[src/rtl/scanout_pkg.sv]
// Shared timing constants, colour types and colour-map helpers for the VRAM scanout block.
// The optional palette is enabled with the SCANOUT_PALETTE_EN macro.
package scanout_pkg;

   localparam int H_ACTIVE_DEF = 640;
   localparam int H_FP_DEF     = 16;
   localparam int H_SYNC_DEF   = 96;
   localparam int H_BP_DEF     = 48;
   localparam int V_ACTIVE_DEF = 480;
   localparam int V_FP_DEF     = 10;
   localparam int V_SYNC_DEF   = 2;
   localparam int V_BP_DEF     = 33;

   localparam int H_TOTAL = H_ACTIVE_DEF + H_FP_DEF + H_SYNC_DEF + H_BP_DEF;
   localparam int V_TOTAL = V_ACTIVE_DEF + V_FP_DEF + V_SYNC_DEF + V_BP_DEF;

   typedef logic [11:0] rgb12_t;

   // Per-pixel control travelling down the scanout pipeline with the beam.
   typedef struct packed {
      logic vld;
      logic sx0;
      logic win;
      logic de;
      logic hs;
      logic vs;
      logic fs;
   } pix_ctl_t;

   localparam pix_ctl_t PIX_CTL_IDLE = '{vld: 1'b0, sx0: 1'b0, win: 1'b0, de: 1'b0,
                                         hs: 1'b1, vs: 1'b1, fs: 1'b0};

   function automatic rgb12_t irgb_map(input logic [3:0] idx);
      logic [3:0] on_lvl;
      logic [3:0] off_lvl;
      on_lvl  = idx[3] ? 4'hF : 4'hA;
      off_lvl = idx[3] ? 4'h5 : 4'h0;
      return {idx[2] ? on_lvl : off_lvl,
              idx[1] ? on_lvl : off_lvl,
              idx[0] ? on_lvl : off_lvl};
   endfunction

   function automatic rgb12_t grey_ramp(input logic [3:0] idx);
      return {idx, idx, idx};
   endfunction

endpackage

[src/rtl/vga_timing.sv]
// Beam position counters with sync and active-area flags for the current position.
module vga_timing
   import scanout_pkg::*;
#(
   parameter int H_ACTIVE = H_ACTIVE_DEF,
   parameter int H_FP     = H_FP_DEF,
   parameter int H_SYNC   = H_SYNC_DEF,
   parameter int H_BP     = H_BP_DEF,
   parameter int V_ACTIVE = V_ACTIVE_DEF,
   parameter int V_FP     = V_FP_DEF,
   parameter int V_SYNC   = V_SYNC_DEF,
   parameter int V_BP     = V_BP_DEF
) (
   input  logic       clk_i,
   input  logic       rst_n_i,
   output logic [9:0] h_o,
   output logic [9:0] v_o,
   output logic [9:0] h_next_o,
   output logic [9:0] v_next_o,
   output logic       line_end_o,
   output logic       hsync_o,
   output logic       vsync_o,
   output logic       active_o,
   output logic       frame_first_o
);

   localparam int H_TOT    = H_ACTIVE + H_FP + H_SYNC + H_BP;
   localparam int V_TOT    = V_ACTIVE + V_FP + V_SYNC + V_BP;
   localparam int HS_START = H_ACTIVE + H_FP;
   localparam int HS_END   = HS_START + H_SYNC;
   localparam int VS_START = V_ACTIVE + V_FP;
   localparam int VS_END   = VS_START + V_SYNC;

   logic [9:0] h_q, h_d;
   logic [9:0] v_q, v_d;
   logic       line_end_s;

   // Next beam position: h wraps at end of line, v advances only on line wrap.
   always_comb begin
      h_d        = h_q;
      v_d        = v_q;
      line_end_s = (h_q == 10'(H_TOT - 1));
      if (line_end_s) begin
         h_d = 10'd0;
         if (v_q == 10'(V_TOT - 1)) begin
            v_d = 10'd0;
         end else begin
            v_d = v_q + 10'd1;
         end
      end else begin
         h_d = h_q + 10'd1;
      end
   end

   // Beam position registers.
   always_ff @(posedge clk_i) begin
      if (!rst_n_i) begin
         h_q <= 10'd0;
         v_q <= 10'd0;
      end else begin
         h_q <= h_d;
         v_q <= v_d;
      end
   end

   assign h_o           = h_q;
   assign v_o           = v_q;
   assign h_next_o      = h_d;
   assign v_next_o      = v_d;
   assign line_end_o    = line_end_s;
   assign hsync_o       = !((int'(h_q) >= HS_START) && (int'(h_q) < HS_END));
   assign vsync_o       = !((int'(v_q) >= VS_START) && (int'(v_q) < VS_END));
   assign active_o      = (int'(h_q) < H_ACTIVE) && (int'(v_q) < V_ACTIVE);
   assign frame_first_o = (h_q == 10'd0) && (v_q == 10'd0);

endmodule

[src/rtl/vram_scanout.sv]
// VGA scanout of a 128x128 nibble-packed VRAM image, scaled and centred, 3-clock output latency.
// Define SCANOUT_PALETTE_EN for a writable 16-entry palette instead of the fixed IRGB map.
module vram_scanout
   import scanout_pkg::*;
#(
   parameter int     H_ACTIVE   = H_ACTIVE_DEF,
   parameter int     H_FP       = H_FP_DEF,
   parameter int     H_SYNC     = H_SYNC_DEF,
   parameter int     H_BP       = H_BP_DEF,
   parameter int     V_ACTIVE   = V_ACTIVE_DEF,
   parameter int     V_FP       = V_FP_DEF,
   parameter int     V_SYNC     = V_SYNC_DEF,
   parameter int     V_BP       = V_BP_DEF,
   parameter int     SCALE      = 3,
   parameter int     WIN_X      = 128,
   parameter int     WIN_Y      = 48,
   parameter rgb12_t BORDER_RGB = 12'h000
) (
   input  logic        clk,
   input  logic        rst_n,
   output logic [12:0] vram_addr,
   input  logic [7:0]  vram_data,
   input  logic        pal_we,
   input  logic [3:0]  pal_idx,
   input  logic [11:0] pal_rgb,
   output logic        hsync,
   output logic        vsync,
   output logic        de,
   output logic [11:0] rgb,
   output logic        frame_start
);

   localparam int         WIN_W   = 128 * SCALE;
   localparam logic [1:0] SUB_MAX = 2'(SCALE - 1);

   logic [9:0] h_s, v_s, h_nxt_s, v_nxt_s;
   logic       line_end_s, hs_s, vs_s, act_s, first_s;

   vga_timing #(
      .H_ACTIVE (H_ACTIVE), .H_FP (H_FP), .H_SYNC (H_SYNC), .H_BP (H_BP),
      .V_ACTIVE (V_ACTIVE), .V_FP (V_FP), .V_SYNC (V_SYNC), .V_BP (V_BP)
   ) u_timing (
      .clk_i         (clk),
      .rst_n_i       (rst_n),
      .h_o           (h_s),
      .v_o           (v_s),
      .h_next_o      (h_nxt_s),
      .v_next_o      (v_nxt_s),
      .line_end_o    (line_end_s),
      .hsync_o       (hs_s),
      .vsync_o       (vs_s),
      .active_o      (act_s),
      .frame_first_o (first_s)
   );

   logic [1:0]  hsub_q, hsub_d, vsub_q, vsub_d;
   logic [6:0]  sx_q, sx_d, sy_q, sy_d;
   logic [12:0] addr_q, addr_d;
   logic        in_win_s;
   pix_ctl_t    s0_s, s1_q, s2_q;
   logic [3:0]  nib_s;
   rgb12_t      map_s, rgb_q, rgb_d;
   logic        de_q, hs_q, vs_q, fs_q;

   // Source coordinates for the current beam position; reloaded as the next position enters the window.
   always_comb begin
      hsub_d = hsub_q;
      sx_d   = sx_q;
      vsub_d = vsub_q;
      sy_d   = sy_q;
      if (h_nxt_s == 10'(WIN_X)) begin
         hsub_d = 2'd0;
         sx_d   = 7'd0;
      end else if (hsub_q == SUB_MAX) begin
         hsub_d = 2'd0;
         sx_d   = sx_q + 7'd1;
      end else begin
         hsub_d = hsub_q + 2'd1;
      end
      if (!line_end_s) begin
         vsub_d = vsub_q;
      end else if (v_nxt_s == 10'(WIN_Y)) begin
         vsub_d = 2'd0;
         sy_d   = 7'd0;
      end else if (vsub_q == SUB_MAX) begin
         vsub_d = 2'd0;
         sy_d   = sy_q + 7'd1;
      end else begin
         vsub_d = vsub_q + 2'd1;
      end
   end

   // S0 control word and the VRAM address, which holds outside the window.
   always_comb begin
      in_win_s = (int'(h_s) >= WIN_X) && (int'(h_s) < WIN_X + WIN_W) &&
                 (int'(v_s) >= WIN_Y) && (int'(v_s) < WIN_Y + WIN_W);
      s0_s     = PIX_CTL_IDLE;
      s0_s.vld = 1'b1;
      s0_s.sx0 = sx_q[0];
      s0_s.win = in_win_s;
      s0_s.de  = act_s;
      s0_s.hs  = hs_s;
      s0_s.vs  = vs_s;
      s0_s.fs  = first_s;
      if (in_win_s) begin
         addr_d = {sy_q, sx_q[6:1]};
      end else begin
         addr_d = addr_q;
      end
   end

`ifdef SCANOUT_PALETTE_EN
   rgb12_t pal_q [16];

   // Palette register file; a write is visible to the colour stage on the following clock.
   always_ff @(posedge clk) begin
      if (!rst_n) begin
         for (int i = 0; i < 16; i++) begin
            pal_q[i] <= grey_ramp(4'(i));
         end
      end else if (pal_we) begin
         pal_q[pal_idx] <= pal_rgb;
      end
   end
`else
   logic unused_pal_s;
   assign unused_pal_s = ^{pal_we, pal_idx, pal_rgb};
`endif

   // S3 nibble unpack and colour selection.
   always_comb begin
      if (s2_q.sx0) begin
         nib_s = vram_data[7:4];
      end else begin
         nib_s = vram_data[3:0];
      end
`ifdef SCANOUT_PALETTE_EN
      map_s = pal_q[nib_s];
`else
      map_s = irgb_map(nib_s);
`endif
      if (!(s2_q.vld && s2_q.de)) begin
         rgb_d = 12'h000;
      end else if (s2_q.win) begin
         rgb_d = map_s;
      end else begin
         rgb_d = BORDER_RGB;
      end
   end

   // Window counters, address stage and delay line to the registered outputs.
   always_ff @(posedge clk) begin
      if (!rst_n) begin
         hsub_q <= 2'd0;
         sx_q   <= 7'd0;
         vsub_q <= 2'd0;
         sy_q   <= 7'd0;
         addr_q <= 13'd0;
         s1_q   <= PIX_CTL_IDLE;
         s2_q   <= PIX_CTL_IDLE;
         rgb_q  <= 12'h000;
         de_q   <= 1'b0;
         hs_q   <= 1'b1;
         vs_q   <= 1'b1;
         fs_q   <= 1'b0;
      end else begin
         hsub_q <= hsub_d;
         sx_q   <= sx_d;
         vsub_q <= vsub_d;
         sy_q   <= sy_d;
         addr_q <= addr_d;
         s1_q   <= s0_s;
         s2_q   <= s1_q;
         rgb_q  <= rgb_d;
         de_q   <= s2_q.vld & s2_q.de;
         hs_q   <= s2_q.hs;
         vs_q   <= s2_q.vs;
         fs_q   <= s2_q.vld & s2_q.fs;
      end
   end

   assign vram_addr   = addr_q;
   assign rgb         = rgb_q;
   assign de          = de_q;
   assign hsync       = hs_q;
   assign vsync       = vs_q;
   assign frame_start = fs_q;

endmodule
[config.mk]
export PLATFORM = sky130hd
export DESIGN_NAME = vram_scanout
export DESIGN_NICKNAME = d
export VERILOG_FILES = /design/src/rtl/scanout_pkg.sv /design/src/rtl/vga_timing.sv /design/src/rtl/vram_scanout.sv
export SDC_FILE = /design/constraint.sdc
export NUM_CORES = 1
export LEC_CHECK = 0
export CAP_MARGIN = 20
export CORE_ASPECT_RATIO = 0.75
export CORE_MARGIN = 3
export CORE_UTILIZATION = 36
export DETAILED_ROUTE_END_ITERATION = 8
export PLACE_DENSITY_LB_ADDON = 0.15
export SETUP_SLACK_MARGIN = 0.02
export SYNTH_ARGS = -nofsm -noshare
export SYNTH_HDL_FRONTEND = slang
export SYNTH_SLANG_ARGS = --single-unit
[constraint.sdc]
create_clock -name clk -period 2.95 [get_ports clk]
set_clock_uncertainty 0.2 [all_clocks]
set_input_delay 0.59 -clock clk [delete_from_list [all_inputs] [get_ports clk]]
set_output_delay 0.59 -clock clk [all_outputs]
set_load 0.005 [all_outputs]
== Word-level counts from Yosys, hierarchy flattened ==
Cells that the tools add are included.
Word-level totals
  word-level logic and storage cells: 82
  flip-flop bits (word level): 81
Operators by class
  $lt $le $gt $ge: 10
  add/subtract/negate cells: 6
  reductions and logical operators: 17
  mux-type cells: 14
  equal/unequal tests: 6
  bitwise logic cells: 3
Operators with widths (count)
  10-bit < comparator (second input constant): 3
  10-bit by 9-bit < comparator with 1-bit output (second input constant): 3
  10-bit 2-to-1 mux: 3
  7-bit 2-to-1 mux: 3
  10-bit by 1-bit adder with 10-bit output (second input constant): 2
  10-bit == test (second input constant): 2
  10-bit logical NOT: 2
  4-bit 2-to-1 mux: 4
  7-bit by 1-bit adder with 7-bit output (second input constant): 2
  10-bit by 6-bit == test with 1-bit output (second input constant): 1
  10-bit by 8-bit == test with 1-bit output (second input constant): 1
  10-bit >= comparator (second input constant): 1
  10-bit by 6-bit >= comparator with 1-bit output (second input constant): 1
  10-bit by 8-bit >= comparator with 1-bit output (second input constant): 1
  10-bit by 9-bit >= comparator with 1-bit output (second input constant): 1
  1-bit logical AND: 8
  3-bit 2-to-1 mux: 2
  2-bit by 1-bit adder with 2-bit output (second input constant): 2
  2-bit == test (second input constant): 2
  2-bit 2-to-1 mux: 2
  3-bit AND reduction: 1
  3-bit OR reduction: 1
  1-bit AND: 2
  1-bit logical NOT: 2
  other kinds (4): 4

== Longest topological paths before layout ==
Gate-level depths: netlist (run 1).
  word-level depth: 6
  mapped depth: 9

== Modules after synthesis ==
Synthesis (run 1) repeated with hierarchy kept, for this count alone.
Unflattened totals
  cells, all modules: 362
  area, all modules: 3260.6 um2
Modules (own cells, without submodules)
  vram_scanout: instances 1, area each 2035.7 um2, cells each 207
  vga_timing: instances 1, area each 1224.9 um2, cells each 155

== Worst setup path after synthesis (run 1) ==
Ideal clock, no wire load.
  path type: register to register
  from: reg u_timing.h_q[0] (netlist: u_timing.h_o[0])
  to: reg sy_q[0]
  stages on the path, launching flop included: 9
  setup slack: 0.373 ns
  data required time: 2.618 ns
  period minus slack after synthesis: 2.577 ns
  data arrival time: 2.245 ns
  path buffers: 1
  cell sequence: dfxtp_1 > ha_1 > and3_1 > clkbuf_1 > nand4_2 > o31a_1 > o311a_1 > nor4_4 > nor3_1
Between the ends
  longest elaborated chain between the ends: 5
  elaborated cells on any way between the ends: 6
  classes of those cells: eq/ne (2); mux (2); reduce/logical (2)
RTL lines
  start, declared: line vga_timing.sv:34  | logic [9:0] h_q, h_d;
  start signal, assigned: line vga_timing.sv:58  | h_q <= 10'd0;
  start signal, assigned: line vga_timing.sv:61  | h_q <= h_d;
  10-bit == test *: line vga_timing.sv:42  | line_end_s = (h_q == 10'(H_TOT - 1));
  10-bit 2-to-1 mux: line vga_timing.sv:43  | if (line_end_s) begin
  10-bit by 6-bit == test with 1-bit output: line vram_scanout.sv:82  | end else if (v_nxt_s == 10'(WIN_Y)) begin
  2-bit nonzero test (no source line)
  2-bit AND reduction (no source line)
  end signal, assigned: line vram_scanout.sv:170  | sy_q <= sy_d;
  end, declared: line vram_scanout.sv:57  | logic [6:0] sx_q, sx_d, sy_q, sy_d;
Mark *: on every way between the ends. The rest lies on a longest branch, timed or not.
A chain may end at the register's enable or synchronous reset.

== Worst setup path after layout (run 1) ==
  from: reg u_timing.h_q[0] (netlist: u_timing.h_o[0])
  to: reg sy_q[4]
The elaborated chain is that of the path after synthesis.

==> results.toml, run 1 <==
[critical_path]
cp_data_arrival_time_ns = 2.72
crit-reg2reg-capture = "sy_q[4]"
worstPathMaxFanout = 7
critical_path.endpoint_type = "flop"
worstPathRequired_ns = 2.96
crit_type = "flop to flop"
critical_path_launch_point_type = "flop"
regToRegStartpoint = "u_timing.h_o[0]"
number_of_cell_instances_on_the_worst_register_to_register_path = 8
worst-r2r-setup-slack_ns = 0.24

[power]
post-layout-total-power_w = 0.00226
vdd.ir_drop.worst_mv = 0.339
leakage_power_nw = 1.56
power.density_cell_area_nw_per_um2 = 558

[timing]
report.final.setup_viol = 0
slew-limit-headroom_pct = 44.5
timing_max_transition_violations_final = 0
finalHoldViolations = 0
final.min_clock_period_ns = 2.71
post-route-period-util_pct = 92.0
tns_ns = 0
worst_pin_slew_ns = 0.832
max_freq_ghz = 0.368
hold_slack_ns = 0.203

[logic_synthesis]
post_synth_and_or_nand_nor_area_fraction_pct = 27.1
synth-async-reset-ratio_pct = 0
syn_inst = 358
synth-warning-count = 0
post_synth_instance_area_um2 = 3230
synth-xor-area-share_pct = 6.51
multiplexer_area_fraction_after_synthesis_pct = 6.20
yosys_most_used_dff = "dfxtp_1"
netlist-cell-type-count = 54
syn_nets = 392
post_synth_fa_ha_maj_area_fraction_pct = 2.71
synth-edff-count = 0
synth_top_family_by_area = "simple AND/OR/NAND/NOR gates"
synth_compound_area_share_pct = 6.82
postSynthAreaPerCell_um2 = 9.02
synth_seq_area_share_pct = 45.2
ys_ff_latch = 73

[drt]
totalWireLength_um = 6900
wl_met1_um = 3690
drt-wirelength-per-cell_um = 13.6
post-route-drc-count = 0
avgViaCountPerCell = 5.03
antenna_violating_nets_remaining = 0
dr.first_iter.drc_count = 125
met3_wirelength_um = 420
top_layer_used = "met4"
routed-via-count = 2556
firstDrtPassIters = 4
met2_wirelength_um = 2720

[cts]
ctsHoldBuffers = 0
cts.clk_slew.worst_paths_ns = 0.05
clockRootBuffer = "clkbuf_16"
tritoncts.num_buffers = 9
numClockSinks = 73
cts.htree.levels = 3
tritoncts = "yes"
clock_insertion_delay_worst_skew_ns = 0.33
longest_clk_path_bufs = 2

[min_path]
worstHoldStart = "s1_q[1]"
holdPathEnd = "s2_q[1]"
worst_hold_path.num_cells = 1
worst_hold_path_type = "flop to flop"

[final_layout]
layout.core_utilization_pct = 47.1
n_antenna_cell = 0
area_delta_synth_final_pct = 25.5
finish.net_count = 429
drive_above_1_share_pct = 10.8

[global_route]
number_of_antenna_violations_at_the_first_check_in_global_routing = 0
grt_use_total_pct = 14.9
grt_max_degree = 32
first_global_vias = 2415
grt_overflow_total = 0
grt_pass1_wl_um = 11800

[die]
io_pins = 56
design.core.area_um2 = 8600
dieHeight_um = 88.0
row_count = 29
die-area_um2 = 10200
die_width_um = 115
starting_density_of_the_core_pct = 37.6

[job]
max_cap_violations = 0

[placed_design]
place_congestion = 0.893
dpl.hpwl_um = 4850
placement.io_buffers = 38

[status]
outcome = "finished clean"
[sequential cells by signal, summed over array words and instances (netlist names), 4 cells and up]
| name | cells |
|---|---|
| s1_q | 7 |
| rgb | 4 |
| u_timing.h_o | 10 |
| u_timing.v_o | 10 |
| sx_q | 7 |
| s2_q | 7 |
| sy_q | 7 |
| vram_addr | 13 |
[repair_timing]
action,in CTS,in global routing
gates resized for setup,0,2
setup endpoints to repair,0,7
buffers inserted,0,0
[area by class of cell]
| class | instances | area (um2) |
|---|---|---|
| Clock buffer | 11 | 243 |
| Clock inverter | 5 | 78.8 |
| Fill cell | 819 | 4550 |
| Inverter | 7 | 26.3 |
| Multi-Input combinational cell | 250 | 1610 |
| Sequential cell | 73 | 1460 |
| Tap cell | 108 | 135 |
| Timing Repair Buffer | 54 | 500 |
[per-layer routing]
| metal | global-route usage (%) | vias to the layer above |
|---|---|---|
| met5 | 0 | - |
| met1 | 21.5 | 1174 |
| li1 | - | 1308 |
| met2 | 20.5 | 67 |
| met4 | 5.33 | 0 |
| met3 | 5.18 | 7 |
[worst max-delay path by stage]
| stage | slack [ns] | from | to |
|---|---|---|---|
| after floorplan | 0.37 | u_timing.h_o[0] | sy_q[0] |
| after global placement | 0.24 | u_timing.h_o[0] | sy_q[1] |
| after detailed placement | 0.22 | u_timing.h_o[0] | sy_q[1] |
| final | 0.24 | u_timing.h_o[0] | sy_q[4] |
| after CTS | 0.21 | u_timing.h_o[0] | sy_q[4] |
| after global routing | -0.03 | u_timing.h_o[0] | sy_q[3] |
[power breakdown]
part,switching (W),internal (W),total (W)
Sequential,0.0000133,0.00101,0.00102
Combinational,0.0000390,0.0000375,0.0000765
Clock,0.000405,0.000762,0.00117
Total,0.000457,0.00181,0.00226
[critical path, stage by stage (launching register included)]
cell     delay, ns
dfxtp_1       0.38
ha_1          0.28
and3_1        0.32
nand4_2       0.18
o31a_1        0.36
o311a_1       0.38
nor4_4        0.22
buf_4         0.20
nor3_1        0.06
[cell usage in the layout, fill, tap and decap left out, types with 10 or more instances in the layout]
cell              n
nand2_1          27
xnor2_1          10
xor2_1           14
nor2_1           55
nor3_1           17
nand4_1          12
a21oi_1          10
clkdlybuf4s50_1  38
mux2i_1          20
buf_4            16
dfxtp_1          73
[logic make-up (layout without fill, tap and decap cells)]
kind of cell               after synthesis  count (layout)
and+or+nand+nor                        166             166
DFF                                     73              73
buffers and inverters                   35              77
AOI/OAI and AO/OA                       33              33
xor gates and xnor gates                24              24
muxes                                   20              20
adders and majority gates                7               7
[cells in the mapped netlist, drive strengths merged, types with 2 or more instances]
master  count  share of area, %
nand2b      6               1.2
xnor2      10               2.7
and2        7               1.4
and3        6               1.2
nor2b       3              0.58
or3         2              0.39
nand3       9               1.4
nand4b      2              0.54
xor2       14               3.8
clkbuf     14               1.6
nor4b       4               1.3
o21ai       8               1.2
buf        14               2.9
nand4      13               2.7
nor4        3               1.0
dfxtp      73                45
a21oi      10               1.5
inv         6              0.70
nor3       18               2.9
nor2       55               6.4
mux2i      20               6.2
or2         2              0.39
nand2      27               3.1
nor3b       2              0.62
ha          7               2.7
or4         3              0.70
[metrics by stage]
stage | worst slack [ns] | instances | cell area, um2
finish | 0.236 | 508 | 4050
global route | -0.0292 | 508 | 4050
CTS | 0.208 | 508 | 4040
detailed placement | 0.219 | 492 | 3720
global placement | 0.241 | 492 | 3720
floorplan | 0.373 | 358 | 3230
(Power assumes the default switching activity.)
==> inputs of run 2 (changes only) <==
--- a/config.mk
+++ b/config.mk
@@ -7,7 +7,7 @@
 export LEC_CHECK = 0
 export CAP_MARGIN = 20
 export CORE_ASPECT_RATIO = 0.75
-export CORE_MARGIN = 3
+export CORE_MARGIN = 1
 export CORE_UTILIZATION = 36
 export DETAILED_ROUTE_END_ITERATION = 8
 export PLACE_DENSITY_LB_ADDON = 0.15
@@ -15,3 +15,4 @@
 export SYNTH_ARGS = -nofsm -noshare
 export SYNTH_HDL_FRONTEND = slang
 export SYNTH_SLANG_ARGS = --single-unit
+export TNS_END_PERCENT = 50
==> results.toml, run 2 (synthesis results as in run 1) <==
[global_route]
grt_max_degree = 27
grt_pass1_wl_um = 11600
grt_use_total_pct = 15.9
first_global_vias = 2323
grt_overflow_total = 0
number_of_antenna_violations_at_the_first_check_in_global_routing = 0

[timing]
tns_ns = 0
max_freq_ghz = 0.364
slew-limit-headroom_pct = 45.9
grt_setup_unrepaired = "no"
report.final.setup_viol = 0
worst_pin_slew_ns = 0.811
post-route-period-util_pct = 93.1
timing_max_transition_violations_final = 0
finalHoldViolations = 0
final.min_clock_period_ns = 2.75

[drt]
dr.first_iter.drc_count = 146
post-route-drc-count = 13
routed-via-count = 2535
firstDrtPassIters = 7
avgViaCountPerCell = 4.99
drt-wirelength-per-cell_um = 13.4
antenna_violating_nets_remaining = 0
totalWireLength_um = 6790

[die]
io_pins = 56
starting_density_of_the_core_pct = 37.7
design.core.area_um2 = 8560
die_width_um = 111
die-area_um2 = 9360
dieHeight_um = 84.0
row_count = 29

[critical_path]
critical_path_launch_point_type = "flop"
worstPathRequired_ns = 2.96
critical-path-slowest-cell = "or4b_4"
crit_type = "flop to flop"
timing.critical_path.slowest_cell_delay_ns = 0.53
cp_data_arrival_time_ns = 2.76
worst-r2r-setup-slack_ns = 0.20
critical_path.endpoint_type = "flop"
timing.critical_path.cells = "or4b_4 -> or4_1 -> a21boi_1 -> o32ai_1 -> nor4_4 -> buf_4 -> nor3_1"
cpLargestDelayFamily = "simple AND/OR/NAND/NOR gates"
cp-endpoint = "sy_q[0]"
crit-reg2reg-capture = "sy_q[0]"
worstPathMaxFanout = 8
regToRegStartpoint = "u_timing.h_o[4]"
worst_setup_path_startpoint = "u_timing.h_o[4]"
number_of_cell_instances_on_the_worst_register_to_register_path = 7
crit_buf_inv = 1
cp_num_cells = 7

[cts]
longest_clk_path_bufs = 2
cts.clk_slew.worst_paths_ns = 0.06
numClockSinks = 73
cts.htree.levels = 3
ctsHoldBuffers = 0
tritoncts = "yes"
postCtsSetupRepairBufs = 0
number_of_gates_given_a_new_drive_strength_after_cts = 0
clockRootBuffer = "clkbuf_16"
clock_insertion_delay_worst_skew_ns = 0.33
tritoncts.num_buffers = 9

[power]
part_of_the_total_power_dissipated_in_the_clock_network_pct = 51.5
switching_share_pct = 20.2
seqPwrFrac_pct = 45.2
switching_component_of_the_power_w = 0.000455
post-layout-total-power_w = 0.00226
combinationalPowerShare_pct = 3.4
power.density_cell_area_nw_per_um2 = 558
power.internal_w = 0.00180
vdd.ir_drop.worst_mv = 0.432
leakage_power_nw = 1.56

[min_path]
worst_hold_path_type = "flop to flop"

[final_layout]
final_common_cell = "dfxtp_1"
n_antenna_cell = 0
nFillCells = 809
finish.net_count = 430
drive_above_1_share_pct = 10.5
largest_register_ff_count = 13
final_cell_mix = "dfxtp_1, nor2_1, clkdlybuf4s50_1"
area_delta_synth_final_pct = 25.2

[placed_design]
dpl.hpwl_um = 4840
placement.io_buffers = 38
place_congestion = 0.873

[job]
max_cap_violations = 0

[status]
failed_checks = "design-rule violations"
outcome = "finished with violations"
-- run 2: layer usage --
layer / track usage (%) / vias up / part of all wire, %
met2: 21.8 / 65 / 40
met1: 22.7 / 1155 / 53
met5: 0 / - / 0
li1: - / 1306 / -
met3: 5.30 / 9 / 5.9
met4: 6.27 / 0 / 1.2
-- run 2: cell type report --
cell class / instances / area (um2) / area share, %
clock buffer: 10 / 239 / 5.91
clock inverter: 5 / 78.8 / 1.95
inverter: 7 / 26.3 / 0.650
multi-input combinational: 250 / 1600 / 39.4
sequential: 73 / 1460 / 36.1
tap: 108 / 135 / 3.34
timing repair buffer: 55 / 508 / 12.6
-- run 2: how the worst min path moves through the flow --
| stage | startpoint | to | slack [ns] | cells after the start |
|---|---|---|---|---|
| after global placement | s1_q[1] | s2_q[1] | 0.19 | 1 |
| after CTS | s1_q[1] | s2_q[1] | 0.21 | 1 |
| after detailed placement | s1_q[1] | s2_q[1] | 0.19 | 1 |
| after floorplan | s2_q[2] | hsync | 0.19 | 1 |
| final | s2_q[1] | vsync | 0.20 | 1 |
| after global routing | s1_q[2] | s2_q[2] | 0.23 | 1 |
-- run 2: power groups by stage --
stage | Combinational, W | Sequential [W] | Clock, W
floorplan | 0.0000519 | 0.00104 | 0
global placement | 0.0000759 | 0.00104 | 0
detailed placement | 0.0000768 | 0.00104 | 0
CTS | 0.0000775 | 0.00102 | 0.00119
global route | 0.0000871 | 0.00102 | 0.00123
finish | 0.0000763 | 0.00102 | 0.00116
-- run 2: per-stage QoR --
step | util, % | area, um2 | worst slack [ns] | instances | hold slack (ns)
floorplan | - | 3230 | 0.373 | 358 | 0.186
CTS | 47.2 | 4040 | 0.210 | 508 | 0.208
finish | 47.2 | 4040 | 0.202 | 508 | 0.204
detailed placement | 43.5 | 3730 | 0.228 | 493 | 0.195
global route | 47.2 | 4040 | 0.0789 | 508 | 0.226
global placement | 43.5 | 3730 | 0.267 | 493 | 0.191
==> inputs of run 3 (changes only) <==
--- a/config.mk
+++ b/config.mk
@@ -10,6 +10,7 @@
 export CORE_MARGIN = 1
 export CORE_UTILIZATION = 36
 export DETAILED_ROUTE_END_ITERATION = 8
+export HOLD_SLACK_MARGIN = 0.03
 export PLACE_DENSITY_LB_ADDON = 0.15
 export SETUP_SLACK_MARGIN = 0.02
 export SYNTH_ARGS = -nofsm -noshare
==> results of run 3 <==
No change in the layout: final DEF, timing and power equal those of run 2.
